## config.mk

```make
export PLATFORM = sky130hd
export DESIGN_NAME = xor_vector_sequencer
export DESIGN_NICKNAME = d
export VERILOG_FILES = /design/src/rtl/xor_seq_pkg.sv /design/src/rtl/seq_down_counter.sv /design/src/rtl/xor_vector_sequencer.sv
export SDC_FILE = /design/constraint.sdc
export NUM_CORES = 1
export LEC_CHECK = 0
export CAP_MARGIN = 25
export CORE_UTILIZATION = 35
export DETAILED_ROUTE_END_ITERATION = 10
export PLACE_DENSITY_LB_ADDON = 0.25
export SYNTH_ARGS = -nofsm -noshare
export SYNTH_HDL_FRONTEND = slang
export SYNTH_SLANG_ARGS = --single-unit
```

## constraint.sdc

```tcl
create_clock -name clk -period 2.5 [get_ports clk]
set_clock_uncertainty 0.2 [all_clocks]
set_input_delay 0.75 -clock clk [delete_from_list [all_inputs] [get_ports clk]]
set_output_delay 0.75 -clock clk [all_outputs]
set_load 0.02 [all_outputs]
```

## src/rtl/xor_seq_pkg.sv

```systemverilog
// Shared types and default widths for the XOR vector sequencer.
package xor_seq_pkg;
  localparam int IN_W_D  = 20;
  localparam int OUT_W_D = 10;
  localparam int CNT_W_D = 16;
  localparam logic [OUT_W_D-1:0] OUT_MASK_D = 10'h00F;

  typedef enum logic [2:0] {
    S_IDLE,
    S_LOAD,
    S_SETTLE,
    S_PRESENT,
    S_FIN
  } state_e;
endpackage

```

## src/rtl/seq_down_counter.sv

```systemverilog
// 4-bit settle counter: load, decrement-to-zero, zero flag.
module seq_down_counter (
  input  logic       clk,
  input  logic       rst_n,
  input  logic       load,
  input  logic       dec,
  input  logic [3:0] load_val,
  output logic       zero
);
  logic [3:0] cnt;

  always_ff @(posedge clk or negedge rst_n) begin
    if (!rst_n)                  cnt <= '0;
    else if (load)               cnt <= load_val;
    else if (dec && cnt != 4'd0) cnt <= cnt - 4'd1;
  end

  assign zero = (cnt == 4'd0);
endmodule

```

## src/rtl/xor_vector_sequencer.sv

```systemverilog
// Drives vectors into the XOR datapath, waits a settle time, and streams
// back masked, indexed results with valid/ready on both sides.
module xor_vector_sequencer
  import xor_seq_pkg::*;
#(
  parameter int               IN_W          = IN_W_D,
  parameter int               OUT_W         = OUT_W_D,
  parameter int               SETTLE_CYCLES = 1,
  parameter int               CNT_W         = CNT_W_D,
  parameter logic [OUT_W-1:0] OUT_MASK      = OUT_W'(OUT_MASK_D)
) (
  input  logic             clk,
  input  logic             rst_n,
  input  logic             start,
  input  logic             abort,
  input  logic [CNT_W-1:0] num_vec,
  input  logic             vec_valid,
  input  logic [IN_W-1:0]  vec_data,
  output logic             vec_ready,
  output logic [IN_W-1:0]  dut_in,
  input  logic [OUT_W-1:0] dut_out,
  output logic             res_valid,
  output logic [OUT_W-1:0] res_data,
  output logic [CNT_W-1:0] res_index,
  input  logic             res_ready,
  output logic             busy,
  output logic             done
);
  state_e           state, state_nxt;
  logic [CNT_W-1:0] idx, nvec, idx_inc;
  logic             start_go, vec_fire, cap, res_fire, settle_dec, cnt_zero;

  assign idx_inc = idx + CNT_W'(1);

  // abort overrides every state, so all strobes below are implicitly gated by it
  always_comb begin
    state_nxt  = state;
    start_go   = 1'b0;
    vec_fire   = 1'b0;
    cap        = 1'b0;
    res_fire   = 1'b0;
    settle_dec = 1'b0;
    if (abort) begin
      state_nxt = S_IDLE;
    end else begin
      case (state)
        S_IDLE: if (start) begin
          start_go  = 1'b1;
          state_nxt = (num_vec == '0) ? S_FIN : S_LOAD;
        end
        S_LOAD: if (vec_valid) begin
          vec_fire  = 1'b1;
          state_nxt = S_SETTLE;
        end
        S_SETTLE: if (cnt_zero) begin
          cap       = 1'b1;
          state_nxt = S_PRESENT;
        end else begin
          settle_dec = 1'b1;
        end
        S_PRESENT: if (res_ready) begin
          res_fire  = 1'b1;
          state_nxt = (idx_inc == nvec) ? S_FIN : S_LOAD;
        end
        S_FIN:   state_nxt = S_IDLE;
        default: state_nxt = S_IDLE;
      endcase
    end
  end

  assign vec_ready = (state == S_LOAD) && !abort;
  assign busy      = (state != S_IDLE);
  assign done      = (state == S_FIN) && !abort;

  seq_down_counter u_settle (
    .clk      (clk),
    .rst_n    (rst_n),
    .load     (vec_fire),
    .dec      (settle_dec),
    .load_val (4'(SETTLE_CYCLES - 1)),
    .zero     (cnt_zero)
  );

  always_ff @(posedge clk or negedge rst_n) begin
    if (!rst_n) begin
      state     <= S_IDLE;
      dut_in    <= '0;
      res_data  <= '0;
      res_index <= '0;
      res_valid <= 1'b0;
      idx       <= '0;
      nvec      <= '0;
    end else begin
      state <= state_nxt;
      if (start_go) begin
        nvec <= num_vec;
        idx  <= '0;
      end
      if (vec_fire) dut_in <= vec_data;
      if (cap) begin
        res_data  <= dut_out & OUT_MASK;
        res_index <= idx;
      end
      if (abort)         res_valid <= 1'b0;
      else if (cap)      res_valid <= 1'b1;
      else if (res_fire) res_valid <= 1'b0;
      if (res_fire) idx <= idx_inc;
    end
  end
endmodule
```

Word-level counts from Yosys, hierarchy flattened --
Cells that the tools add are included. Widths: inputs -> output; s select.
Storage, ports and cells: register bits after elaboration 80, bits of input ports 52, output and inout port bits 50, logic and storage cells 62
Cells by class: add/sub/neg operators 2, equality and inequality tests 9, mux-type cells 30, reduce and logical (&&, ||, !) cells 13
Operators with widths (number):
- $mux 16 | 2
- $mux 3 | 7
- $mux 1 | 18
- $add 16x1->16 const B | 1
- $eq 16x16->1 | 1
- $logic_not 16->1 | 1
- $ne 3x3->1 const B | 4
- $pmux 3 s4 | 1
- $mux 4 | 2
- $eq 3x2->1 const B | 2
- $reduce_bool 3->1 | 2
- $logic_not 4->1 | 1
- $reduce_and 4->1 | 1
- $reduce_bool 2->1 | 2
- $reduce_bool 4->1 | 1
- $sub 4x1->4 const B | 1
- $eq 3x1->1 const B | 1
- $eq 3x3->1 const B | 1
- $logic_and 1x1->1 | 3
- $logic_not 3->1 | 1
- $logic_not 1->1 | 1

Depth between registers and ports, before layout --
Gate-level depths: netlist (run 1).
depth after elaboration 7, depth in mapped cells 9, depth with buffers taken out 8

Modules after synthesis --
From an unflattened synthesis (run 1), not the netlist that was laid out.
Unflattened totals: cells, all modules 394, area total of the unflattened synthesis 4011.3 µm²
Modules (own cells, without submodules):
- xor_vector_sequencer | instances 1, cells an instance 367, area each 3741.1 µm², seq. area each 1901.8 µm²
- seq_down_counter | instances 1, cells an instance 27, area each 270.3 µm², seq. area each 100.1 µm²

Least setup slack after synthesis (run 1) --
No wires, ideal clock.
path kind input port to output port, from input port abort, to output port done, arrival 1.489 ns, data required time 1.550 ns, setup slack 0.061 ns, stages on the path 1, buffers on the path 0, cell sequence nor4b_1
On the way: cells in the longest elaborated chain, start to end 2
Ends and longest elaborated chain:
- start, declared | RTL line xor_vector_sequencer.sv:15 | input logic abort,
- $logic_not 1->1 | RTL line xor_vector_sequencer.sv:73 | assign done = (state == S_FIN) && !abort;
- $logic_and 1x1->1 | RTL line xor_vector_sequencer.sv:73
- end, declared | RTL line xor_vector_sequencer.sv:27 | output logic done
No other way between the ends.

Worst setup path after layout (run 1) --
from input port abort, to output port vec_ready
On the way: cells in the longest elaborated chain, start to end 2
Ends and longest elaborated chain:
- $logic_not 1->1 | RTL line xor_vector_sequencer.sv:71 | assign vec_ready = (state == S_LOAD) && !abort;
- $logic_and 1x1->1 | RTL line xor_vector_sequencer.sv:71
- end, declared | RTL line xor_vector_sequencer.sv:19 | output logic vec_ready,
No other way between the ends.

==> results of run 1 <==
==> layer usage <==
layer	up-vias	global-route usage [%]	wire (um)
li1	1541	-	-
met1	1565	23.8	4450
met2	79	26.1	4420
met3	16	3.32	324
met4	0	7.24	201
met5	-	0	0
==> through the flow <==
step                      hold slack (ns)  power (mW)  setup WS, ns
after detailed placement            0.274        2.86        -0.612
final                               0.199        3.99        0.0945
after global placement              0.266        2.83        -0.609
after CTS                           0.204        4.04        0.0203
after global routing                0.231        4.21       0.00933
after floorplan                     0.254        2.29        0.0610
==> critical path: cells and delay by family <==
| family | cells | cell delay (ns) |
|---|---|---|
| buf+inv | 2 | 0.42 |
| simple gates | 1 | 0.28 |
==> registers in the layout, indices dropped and copies added, names as in the netlist <==
name and cells:
dut_in 20, idx 16, nvec 16, res_index 16, res_data 4, u_settle.cnt 4, state 3, res_valid 1
==> worst max-delay path by stage <==
stage                                   from              endpoint  slack [ns]  cells after the start
final                                  abort             vec_ready        0.09                      3
after global routing      idx[2]$_DFFE_PN0P_  state[0]$_DFFE_PN0P_       0.009                      7
after floorplan                        abort                  done        0.06                      1
after detailed placement               abort                  done       -0.61                      3
after global placement                 abort                  done       -0.61                      3
after CTS                              abort             vec_ready        0.02                      3
==> logic make-up (layout without fill, tap and decap cells) <==
| group | count (synthesis) | after routing | share of synthesized area (%) |
|---|---|---|---|
| adders and majority gates | 2 | 2 | 0.617 |
| xor gates and xnor gates | 19 | 19 | 4.11 |
| muxes | 58 | 58 | 16.0 |
| AOI/OAI and AO/OA | 63 | 63 | 10.2 |
| other | 1 | 6 | 0.0925 |
| buffers and inverters | 33 | 156 | 5.40 |
| DFF | 80 | 80 | 49.4 |
| and+or+nand+nor | 101 | 101 | 14.2 |
==> layout by cell type (no fill, tap or decap), drive strengths merged, types with 2 or more instances in the layout <==
cell type	count
clkdlybuf4s50	84
dfrtp	80
mux2	53
buf	48
o21ai	30
nand2	25
nor2	19
xnor2	14
clkbuf	11
nor4	9
nand4	9
nor3	8
inv	7
a21oi	7
nand2b	7
nand3	7
conb	6
mux2i	5
xor2	5
nor2b	3
o41ai	3
o31ai	3
clkinv	3
or3	3
nor4b	3
nor3b	2
and3	2
a21boi	2
o221ai	2
ha	2
==> cell type report <==
class / instances / area, um2
fillers: 1027 / 5500
flip-flops and latches: 80 / 2000
multi-input cells: 249 / 1860
repair buffers: 134 / 1250
clock buffers: 11 / 233
well taps: 140 / 175
inverters: 7 / 26.3
clock inverters: 4 / 22.5
==> what timing repair did <==
action,CTS,global route
hold buffers,0,0
gates resized for setup,13,5
pin swaps,1,1
setup endpoints to repair,15,5
buffers inserted,0,0
endpoints found under the hold margin,0,0
==> report_power, final <==
group	internal, mW	total [mW]	switching, mW	leakage [nW]
combinational	0.635	1.13	0.500	1.21
sequential	1.53	1.69	0.165	1.03
clock	0.662	1.16	0.503	0.125
==> metrics.cfg, run 1 <==
[status]
status=complete, no violations

[route]
drcViolationCount=0
first_iter_violations=179
routed_wl_mm=9.39
vias=3201
ant_nets=0
firstDrtPassIters=4
viasPerCell=5.12
wl_per_cell_um=15.0

[floorplan]
fp-row-count=38
core_area_um2=11100
start_util_pct=36.6
die_h_um=110
num_io_pins=102
die_x_um=110
die-area_um2=12000

[finish]
area_growth_pct=37.6
fin_nets=535
fin_cells=625
final_util_pct=50.3
fin_area_um2=5580
num_antenna_cells=0
layout-drive-gt1-share_pct=26.8

[timing]
relSlewSlack_pct=64.3
period_needed_ns=2.41
rsz0062_at_grt=false
final.setup.tns_ns=0
fin_crit_sh_pct=96.2
max_freq_mhz=416
tightest_slew_ns=0.536
slew_viol_final=0
setup_viol=0
hold_violations=0

[logic_synthesis]
synth-seq-cells=80
synth-seq-area-share_pct=49.4
synth-edff-count=0
yosysTopAreaCellShare_pct=49.4
synth_cell_type_count=59
synthFlopType=dfrtp_1
syn_area_um2=4050
syn_area_per_cell_um2=11.4
synth_top_area_cell=dfrtp_1
synth_common_cells=dfrtp_1 (80), mux2_2 (53), o21ai_0 (30)
async_flop_share_pct=100
synth_cells=357
synth_area_leaders=dfrtp_1 (49%), mux2_2 (15%), o21ai_0 (3.7%)
yosysMostFrequentCell=dfrtp_1
ys_warn_count=0

[placement]
dp_cells=610
io_buffer_count=89
place_congestion=0.846
placed_area_um2=5320
hpwl_mm=7.12

[clock_tree]
cts_tree=done
clockRootBuffer=clkbuf_16
cts.sinks=80
clock_path_buffers=2
numCtsBuffers=9
htree_levels=3
clk_latency_ns=0.33
clk_pin_slew_ns=0.06

[grt]
grt_pass1_vias=3003
grt_max_degree=40
track_usage_pct=17.2
grt_pass1_wl_mm=15.4
grt.overflow.total=0
antenna_found_initial=0

[setup_path]
path_class=input port to primary output
crit_arrival_ns=1.46
critPathLaunchType=input port
r2r_end=state[0]$_DFFE_PN0P_
cpPeakStageDelay_ns=0.28
timing.rr.start=idx[2]$_DFFE_PN0P_
rr_worst_depth=7
cp_max_fo=4
slowest_stage=nor4b_2
rrSetupSlack_ns=0.15
cp.required_ns=1.55
path_cells=clkdlybuf4s15_1 -> nor4b_2 -> buf_4
worst_setup_path_end_kind=primary output

[job]
cap_violations=0

[power]
power_density_nw_per_um2=716
irDropWorstVdd_v=0.000464
p_leak_nw=2.37

[min_path]
hold_path.class=input port to asynchronous set/reset pin

No activity file was read; power rests on OpenSTA's default activity.
==> run 2, diff against run 1 <==
--- a/config.mk
+++ b/config.mk
@@ -11,4 +11,5 @@
 export PLACE_DENSITY_LB_ADDON = 0.25
 export SYNTH_ARGS = -nofsm -noshare
 export SYNTH_HDL_FRONTEND = slang
+export SYNTH_HIERARCHICAL = 1
 export SYNTH_SLANG_ARGS = --single-unit
==> run 2 against run 1 <==
Register-to-register slack got worse by 0.03 ns. Worst setup slack got worse by 0.031 ns. Wire length rose by 2.8%. Clock-buffer cell count did not move. Highest routed layer unchanged. Largest cell class unchanged.
==> metrics.cfg, run 2 <==
[status]
status=complete, no violations

[floorplan]
num_io_pins=102
die_h_um=109
start_util_pct=36.5
fp-row-count=38
core_area_um2=11000
die_x_um=109
die-area_um2=11900

[grt]
grt_pass1_vias=3297
met3_usage_pct=7.65
antenna_found_initial=0
grt-busiest-layer=met2
track_usage_pct=17.8
grt_pass1_wl_mm=16.0
met2_usage_pct=29.0
grt_max_degree=42
use_met1_pct=21.0
grt.overflow.total=0

[clock_tree]
clock_path_buffers=2
numCtsBuffers=9
clk_latency_ns=0.34
ctsHoldBuffers=0
clk_pin_slew_ns=0.06
cts.sinks=80
cts_tree=done
clockRootBuffer=clkbuf_16
htree_levels=3

[logic_synthesis]
synth_top_area_cell=dfrtp_1
synth-seq-cells=80
yosysMostFrequentCell=nand2_1
synth_cells=394
synth-edff-count=0
async_flop_share_pct=100
synthFlopType=dfrtp_1
synth_cell_type_count=63
ys_warn_count=6
syn_area_per_cell_um2=10.2
synth-seq-area-share_pct=49.9
syn_area_um2=4010
synth_common_cells=nand2_1 (82), dfrtp_1 (80), mux2_2 (36)
yosysTopAreaCellShare_pct=49.9
synth_area_leaders=dfrtp_1 (50%), mux2_2 (10%), nand2_1 (7.7%)

[finish]
num_antenna_cells=0
final_cell_mix=clkdlybuf4s50_1 (84), nand2_1 (82), dfrtp_1 (80)
area_growth_pct=40.7
largest_reg_flops=20
seq_area_um2=2000
fillers=1001
fin_area_um2=5650
layout-drive-gt1-share_pct=21.0
fin_nets=568
largest-register=dut_in
multi_input_area_um2=1910
final_common_cell=clkdlybuf4s50_1

[route]
vias=3285
drcViolationCount=0
routed_wl_mm=9.65
firstDrtPassIters=4
wl_per_cell_um=14.6
ant_nets=0
first_iter_violations=69
viasPerCell=4.98

[setup_path]
rrSetupSlack_ns=0.12
r2r_end=res_data[3]$_DFFE_PN0P_
cp_max_fo=6
critPathCapture=busy
rr_worst_depth=7
cp.required_ns=1.55
crit_path_start=state[0]$_DFFE_PN0P_
critPathLaunchType=flop
path_class=flop to primary output
timing.rr.start=u_settle/cnt[0]$_DFFE_PN0P_
crit_arrival_ns=1.49
worst_setup_path_end_kind=primary output

[power]
clkPwrFrac_pct=33.0
power_density_nw_per_um2=759
switching_share_pct=29.1
irDropWorstVdd_v=0.000529
p_leak_nw=2.58
combPwrFrac_pct=26.9
internal_power_mw=3.04
switching_power_mw=1.25
seq_power_share_pct=40.1

[timing]
rsz0062_at_grt=false
slew_viol_final=0
max_freq_mhz=410
fin_crit_sh_pct=97.4
period_needed_ns=2.44
final.setup.tns_ns=0
hold_violations=0
setup_viol=0

[placement]
io_buffer_count=89
hpwl_mm=7.03
place_congestion=0.888
placed_area_um2=5310

[min_path]
hold_path.class=input port to asynchronous set/reset pin

[job]
cap_violations=0

[run 2: kinds of logic after synthesis]
| family | Yosys count | share of synthesized area, % |
|---|---|---|
| buffers and inverters | 36 | 4.37 |
| other | 1 | 0.0935 |
| flip-flops | 80 | 49.9 |
| multiplexers | 37 | 10.7 |
| AO/OA/AOI/OAI | 56 | 9.14 |
| AND/OR/NAND/NOR | 161 | 20.6 |
| XOR/XNOR | 21 | 4.59 |
| adder cells (fa/ha/maj) | 2 | 0.624 |
[run 2: final cells by class]
type / instances / area share, %
Clock buffer: 11 / 4.30
Inverter: 8 / 0.532
Timing Repair Buffer: 128 / 21.3
Multi-Input combinational cell: 287 / 33.8
Tap cell: 140 / 3.10
Clock inverter: 5 / 1.42
Sequential cell: 80 / 35.5
[run 2: worst min-delay path by stage]
| stage | endpoint | depth (start not counted) | slack (ns) | start |
|---|---|---|---|---|
| 3_3_place_gp | dut_in[14]$_DFFE_PN0P_ | 2 | 0.26 | dut_in[14]$_DFFE_PN0P_ |
| 5_1_grt | res_data[3]$_DFFE_PN0P_ | 1 | 0.11 | rst_n |
| 6_report | res_data[3]$_DFFE_PN0P_ | 1 | 0.10 | rst_n |
| 2_1_floorplan | dut_in[0]$_DFFE_PN0P_ | 0 | 0.25 | rst_n |
| 3_5_place_dp | dut_in[9]$_DFFE_PN0P_ | 2 | 0.26 | dut_in[9]$_DFFE_PN0P_ |
| 4_1_cts | res_data[3]$_DFFE_PN0P_ | 1 | 0.10 | rst_n |
[run 2: per-layer routing]
layer | wire length (um) | vias to the layer above
met5 | 0 | -
met4 | 156 | 0
met3 | 737 | 12
met2 | 4650 | 100
met1 | 4110 | 1571
li1 | - | 1602
[run 2: power groups by stage]
stage                     combinational, mW  sequential [mW]  clock, mW
after global routing                   1.26             1.76       1.51
after CTS                              1.16             1.72       1.46
after global placement                 1.14             1.73          0
after floorplan                       0.475             1.88          0
final                                  1.15             1.72       1.42
after detailed placement               1.16             1.74          0
[run 2: repair_timing]
action	in CTS	in global routing
setup buffers	0	0
resized for setup	13	4
endpoints found under the setup margin	5	3
pin swaps	0	1
hold endpoints to repair	0	0
[run 2: critical path, cell delays in order, from the launching register on]
cell and delay [ns]:
dfrtp_1 0.44, or3_1 0.38, dlygate4sd2_1 0.33
[run 2: per-stage QoR]
step	setup slack [ns]	power (mW)	hold slack, ns	utilization, %	instances
final	0.0639	4.29	0.101	51.4	659
after global routing	0.00933	4.53	0.108	51.4	659
after CTS	0.0136	4.35	0.104	51.2	659
after detailed placement	-0.701	2.90	0.262	48.3	643
after global placement	-0.699	2.86	0.257	48.3	643
after floorplan	0.0330	2.35	0.254	-	403
==> run 3, diff against run 2 <==
--- a/config.mk
+++ b/config.mk
@@ -7,6 +7,7 @@
 export LEC_CHECK = 0
 export CAP_MARGIN = 25
 export CORE_UTILIZATION = 35
+export CTS_CLUSTER_DIAMETER = 80
 export DETAILED_ROUTE_END_ITERATION = 10
 export PLACE_DENSITY_LB_ADDON = 0.25
 export SYNTH_ARGS = -nofsm -noshare
==> results of run 3 <==
No change in the layout: final DEF, timing and power equal those of run 2.
